<file path="src/rtl/memory_arbiter.sv">
// Shares one memory controller between fetch and data: grants are combinational, the address phase is registered and read data returns one cycle later.
// Requesters hold their request until granted; data wins unless fetch has waited MAX_DATA_STREAK data grants.
module memory_arbiter #(
  parameter int ADDR_W          = 32,
  parameter int DATA_W          = 32,
  parameter int MAX_DATA_STREAK = 4
) (
  input  logic              clk,
  input  logic              reset,
  input  logic              i_req,
  input  logic [ADDR_W-1:0] i_addr,
  output logic              i_gnt,
  output logic              i_rvalid,
  output logic [DATA_W-1:0] i_rdata,
  output logic              i_abort,
  input  logic              d_req,
  input  logic [ADDR_W-1:0] d_addr,
  input  logic [DATA_W-1:0] d_wdata,
  input  logic              d_write,
  input  logic [1:0]        d_size,
  output logic              d_gnt,
  output logic              d_done,
  output logic [DATA_W-1:0] d_rdata,
  output logic              d_abort,
  input  logic              flush,
  output logic [ADDR_W-1:0] mem_addr,
  output logic [DATA_W-1:0] mem_wdata,
  output logic              mem_write,
  output logic [1:0]        mem_size,
  output logic [1:0]        mem_prot,
  output logic [1:0]        mem_trans,
  input  logic [DATA_W-1:0] mem_rdata,
  input  logic              mem_abort
);

  localparam int SW = $clog2(MAX_DATA_STREAK + 1);

  typedef struct packed {
    logic vld;
    logic own_d;
    logic wr;
  } tag_t;

  logic [SW-1:0] streak;
  logic          at_limit;
  logic          addr_phase;
  logic          d_seq;
  logic          i_seq;
  tag_t          tag_a;
  tag_t          tag_r;

  assign at_limit   = (streak == SW'(MAX_DATA_STREAK));
  assign d_gnt      = d_req && !(i_req && at_limit);
  assign i_gnt      = i_req && !flush && !d_gnt;

  // mem_prot[0] identifies the owner of the current address phase
  assign addr_phase = (mem_trans != 2'b00);
  assign d_seq      = addr_phase && mem_prot[0] && (mem_write == d_write) &&
                      (d_addr == mem_addr + ADDR_W'(1));
  assign i_seq      = addr_phase && !mem_prot[0] && !mem_write &&
                      (i_addr == mem_addr + ADDR_W'(1));

  always_ff @(posedge clk or posedge reset) begin
    if (reset) begin
      streak    <= '0;
      tag_a     <= '0;
      tag_r     <= '0;
      mem_addr  <= '0;
      mem_wdata <= '0;
      mem_write <= 1'b0;
      mem_size  <= 2'b10;
      mem_prot  <= 2'b10;
      mem_trans <= 2'b00;
    end else begin
      if (i_gnt || !i_req)
        streak <= '0;
      else if (d_gnt && !at_limit)
        streak <= streak + SW'(1);

      tag_a <= '{vld: (i_gnt || d_gnt), own_d: d_gnt, wr: (d_gnt && d_write)};
      // a flush kills the fetch still in its address phase before it can return
      tag_r <= tag_a;
      if (flush && !tag_a.own_d)
        tag_r.vld <= 1'b0;

      if (d_gnt) begin
        mem_addr  <= d_addr;
        mem_wdata <= d_wdata;
        mem_write <= d_write;
        mem_size  <= d_size;
        mem_prot  <= 2'b11;
        mem_trans <= d_seq ? 2'b11 : 2'b10;
      end else if (i_gnt) begin
        mem_addr  <= i_addr;
        mem_wdata <= '0;
        mem_write <= 1'b0;
        mem_size  <= 2'b10;
        mem_prot  <= 2'b10;
        mem_trans <= i_seq ? 2'b11 : 2'b10;
      end else begin
        mem_write <= 1'b0;
        mem_trans <= 2'b00;
      end
    end
  end

  assign i_rvalid = tag_r.vld && !tag_r.own_d && !flush;
  assign i_rdata  = i_rvalid ? mem_rdata : '0;
  assign i_abort  = i_rvalid && mem_abort;
  assign d_done   = tag_r.vld && tag_r.own_d;
  assign d_rdata  = (d_done && !tag_r.wr) ? mem_rdata : '0;
  assign d_abort  = d_done && mem_abort;

endmodule

</file>
<file path="config.mk">
export PLATFORM = sky130hd
export DESIGN_NAME = memory_arbiter
export DESIGN_NICKNAME = d
export VERILOG_FILES = /design/src/rtl/memory_arbiter.sv
export SDC_FILE = /design/constraint.sdc
export NUM_CORES = 1
export LEC_CHECK = 0
export CORE_AREA = 2 2 109 111
export DETAILED_ROUTE_END_ITERATION = 10
export DIE_AREA = 0 0 111 113
export DONT_BUFFER_PORTS = 1
export GPL_ROUTABILITY_DRIVEN = 1
export PLACE_DENSITY = 0.66
export SLEW_MARGIN = 20
export SYNTH_ARGS = -nofsm -noshare
export SYNTH_HDL_FRONTEND = slang
export SYNTH_SLANG_ARGS = --single-unit
</file>
<file path="constraint.sdc">
create_clock -name clk -period 2.9 [get_ports clk]
set_input_delay 0.435 -clock clk [delete_from_list [all_inputs] [get_ports clk]]
set_output_delay 0.435 -clock clk [all_outputs]
set_load 0.03 [all_outputs]
</file>
Word-level counts from Yosys, hierarchy flattened

Cells that the tools add are included.
W data, S select, Z words.

Equal/unequal tests: 4
Add/subtract/negate cells: 2
Reduce and logical (&&, ||, !) cells: 34
Muxes and demuxes: 17

Operator list:

| operator                | number |
|---|---|
| $mux W32                | 6 |
| $eq A32 B32 Y1          | 2 |
| $add A32 B1 Y32 const B | 1 |
| $logic_and A1 B1 Y1     | 19 |
| $logic_not A1 Y1        | 10 |
| $mux W2                 | 5 |
| $mux W3                 | 2 |
| $reduce_bool A2 Y1      | 3 |
| $mux W1                 | 4 |
| $add A3 B1 Y3 const B   | 1 |
| $eq A3 B3 Y1 const B    | 1 |
| $logic_or A1 B1 Y1      | 2 |
| $eq A1 B1 Y1            | 1 |

Logic and storage cells: 70
Output and inout bits: 141
Input bits: 137
Bits in registers: 80

Longest topological paths before layout

Gate-level depths: netlist of run 1.

Depth in word-level cells: 8
Gate-level depth with buffers: 10

Least setup slack after synthesis of run 1

No wires, ideal clock.

Path kind: register -> register
Start: reg mem_addr[0]
End: reg mem_trans[0]
Path buffers: 1
Slack: 0.202 ns
Stages on the path, launching flop included: 10
Required time: 2.818 ns
Arrival: 2.616 ns
Setup time: 0.082 ns
Cell sequence: dfrtp_1 > ha_1 > nand3_1 > buf_2 > nor4_4 > a21oi_1 > o31ai_1 > nand4_1 > or4_1 > o22ai_1

Word-level cells in the longest chain between the ends: 6
Elaborated cells between the ends (all ways): 9
Those cells by class: add/sub (1); eq/ne (2); mux (4); reduce/logical (2)

Ends and longest elaborated chain:

| element                | line   | RTL |
|---|---|---|
| from (decl)            | 26     | `output logic [ADDR_W-1:0] mem_addr,` |
| from (signal assigned) | 87     | `mem_addr <= d_addr;` |
| from (signal assigned) | 94     | `mem_addr <= i_addr;` |
| $add A32 B1 Y32 (*)    | 59, 61 |  |
| $eq A32 B32 Y1         | 61     | `(i_addr == mem_addr + ADDR_W'(1));` |
| $logic_and A1 B1 Y1    | 60     | `assign i_seq = addr_phase && !mem_prot[0] && !mem_write &&` |
| $mux W1                | 99     | `mem_trans <= i_seq ? 2'b11 : 2'b10;` |
| $mux W2                | 93     | `end else if (i_gnt) begin` |
| $mux W2 (*)            | 86     | `if (d_gnt) begin` |
| to (signal assigned)   | 92     | `mem_trans <= d_seq ? 2'b11 : 2'b10;` |
| to (signal assigned)   | 99     |  |
| to (decl)              | 31     | `output logic [1:0] mem_trans,` |

Every way passes the cells marked *; elsewhere a longest branch is shown, timed or not.
A chain may end at the register's enable or synchronous reset.

Worst setup path in the final report of run 1

Same ends and word-level chain as after synthesis.

==> impl_metrics.yaml, run 1 <==
pwr:
  combPwrFrac_pct: 25.1
  seqPwrFrac_pct: 41.4
  intPower_mw: 2.08
  power.net_switching_mw: 1.27
  p_leak_nw: 2.89
  power_switching_share_pct: 37.9
  p_per_area_nw_per_um2: 524
  p_clk_share_pct: 33.5
  vdd_ir_drop_max_uv: 390
  p_total_mw: 3.35
logic_synthesis:
  synthArstFlopShare_pct: 100
  yosys.area.top_type: "dfrtp_1"
  ys_warn_count: 0
  syn_inst: 687
  synth_edf_count: 0
  netlist_area_sq_um: 5770
  yosysUniqueCellTypes: 61
  synth_ff_type: "dfrtp_1"
  netlist.area_leader.share_pct: 32.9
  ys_seq_elements: 77
  ys_seq_area_share_pct: 33.4
  synth_nets: 827
  synth_area_leaders: "dfrtp_1, and2_1, xnor2_1"
  avgSynthCellArea_sq_um: 8.40
timing:
  setup_viol: 0
  setup_tns_ps: 0
  fin_crit_sh_pct: 93.7
  hold_viol: 0
  rsz0062_at_grt: "false"
  period_needed_ps: 2720
  slew-limit-headroom_pct: 54.5
  fmax_ghz: 0.368
  finClkSkew_ps: 5.11
  worstMarginPinSlew_ps: 677
  maxSlewViolCount: 0
setup_path:
  path_max_fanout: 2
  path_buf_inv: 0
  crit_type: "reg2reg"
  crit_arrival_ps: 2980
  critPathRequiredTime_ps: 3160
  cp-start-kind: "register"
  critPathSlowestCell: "nor4_1"
  path_delay_family: "simple AND/OR/NAND/NOR gates"
  path_cells: "ha_1, xor2_1, nor4_1, o2111ai_1, a311o_1, nor4_1, nand4_1, o22ai_1"
  end_kind: "register"
  cp_slowest_stage_delay_ps: 450
  worst_path_most_repeated_cell: "nor4_1"
final_layout:
  areaGrowthSynthToFinish_pct: 10.6
  stdcell_area_sq_um: 6380
  final_common_cell: "nand2_1"
  drive_gt1_share_pct: 11.8
  final-instance-count-excl-fill: 844
  nNetsFinal: 832
  layout_common_cells: "nand2_1, dfrtp_1, and2_1"
routing:
  via_count: 5463
  ant_nets: 0
  wire_per_inst_um: 24.0
  drt-pass1-iter-count: 7
  initialDrtViolationCount: 543
  wirelength_um: 20300
  viasPerCell: 6.47
  drc: 0
cts:
  clk_latency_ps: 350
  clockRootBuffer: "clkbuf_16"
  numCtsBuffers: 9
  path_clk_slew_ps: 70
  cts_tree: "done"
  cts_buffer_depth: 2
  htree_num_levels: 3
  clock_sinks: 77
global_routing:
  antenna_found_initial: 1
  grtUsageTotal_pct: 31.7
  grt_max_degree: 44
  grt_pass1_wl_um: 30400
  grt_overflow_total: 0
  first_global_vias: 5284
floorplanning:
  dieArea_sq_um: 12500
  coreArea_sq_um: 11300
  io_pins: 278
  rows: 39
  die_h_um: 113
  die_w_um: 111
  start_util_pct: 51.2
run:
  drv_cap: 0
run_status:
  status: "finished, final reports clean"
placed_design:
  placed_area_sq_um: 6070
  gp_congestion: 0.999
  place_inst: 823
  dpl.hpwl_um: 16000
  io_buffers: 0
worst_hold_path:
  min_path_type: "in2reg"
[path summary, 6_finish.rpt]
path                                   from       endpoint  slack (ps)  cells after the start
worst min register to register     tag_a[1]       tag_r[1]         380                      0
worst max register to register  mem_addr[0]   mem_trans[0]         180                      8
worst min-delay path              d_size[1]    mem_size[1]         170                      2
min in group asynchronous             reset  mem_wdata[12]         530                      2
worst max-delay path            mem_addr[0]   mem_trans[0]         180                      8
max in group asynchronous             reset   mem_addr[17]        1590                      3
[routing by layer]
metal / track usage (%) / vias to the layer above / routed length, um
li1: - / 2429 / -
met4: 15.7 / 0 / 903
met1: 39.3 / 2651 / 7850
met2: 51.1 / 331 / 9560
met5: 0 / - / 0
met3: 9.27 / 52 / 1950
[metrics by stage]
step / hold slack [ps] / setup slack [ps] / util, %
final: 166 / 182 / 56.6
after global routing: 169 / 57.4 / 56.6
after CTS: 156 / 210 / 56.5
after detailed placement: 316 / 229 / 53.9
after global placement: 313 / 270 / 53.9
after floorplan: 354 / 202 / -
[what timing repair did]
item,4_1_cts,5_1_grt
resized for setup,0,1
hold endpoints to repair,18,0
hold buffers,1,0
setup endpoints to repair,0,1
setup buffers,0,0
[cell type report]
type	instances	area (sq um)
inverter	44	166
tap	143	179
timing repair buffer	46	360
sequential	77	1930
fill	1034	4890
clock buffer	9	225
multi-input combinational	514	3450
clock inverter	7	62.6
antenna	4	10.0
[kinds of logic (layout without fill, tap and decap cells)]
group                      count (synthesis)  in the layout  share of synthesized area (%)
xor gates and xnor gates                  78             78                           13.3
DFF                                       77             77                           33.4
and+or+nand+nor                          338            338                           32.1
AOI/OAI and AO/OA                         88             88                           12.2
buffers and inverters                     96            106                           7.13
other                                      1              5                         0.0650
muxes                                      6              6                           1.06
adders and majority gates                  3              3                          0.650
[registers in the layout, indices dropped and copies added (netlist names)]
| signal | cells |
|---|---|
| mem_prot | 1 |
| tag_r | 3 |
| mem_wdata | 32 |
| mem_size | 2 |
| tag_a | 1 |
| streak | 3 |
| mem_addr | 32 |
| mem_trans | 2 |
| mem_write | 1 |
[cell usage after synthesis, drive strengths merged, types with 16 or more instances]
library cell / instances
nand2: 100
dfrtp: 76
and2: 66
nand3: 56
inv: 43
xnor2: 43
a222oi: 32
clkbuf: 31
xor2: 29
buf: 21
nand4: 17
nor3: 16
[power by group through the flow]
| stage | logic, mW | registers (mW) | clock network (mW) |
|---|---|---|---|
| after detailed placement | 0.832 | 1.40 | 0 |
| final | 0.840 | 1.39 | 1.12 |
| after floorplan | 0.588 | 1.43 | 0 |
| after CTS | 0.838 | 1.38 | 1.14 |
| after global placement | 0.823 | 1.40 | 0 |
| after global routing | 0.905 | 1.40 | 1.19 |
Power figures use the tool's default switching activity.
==> run 2, diff against run 1 <==
--- a/config.mk
+++ b/config.mk
@@ -10,6 +10,7 @@
 export DIE_AREA = 0 0 111 113
 export DONT_BUFFER_PORTS = 1
 export GPL_ROUTABILITY_DRIVEN = 1
+export HOLD_SLACK_MARGIN = 0.03
 export PLACE_DENSITY = 0.66
 export SLEW_MARGIN = 20
 export SYNTH_ARGS = -nofsm -noshare
==> results of run 2 <==
No change in the layout: final DEF, timing and power equal those of run 1.
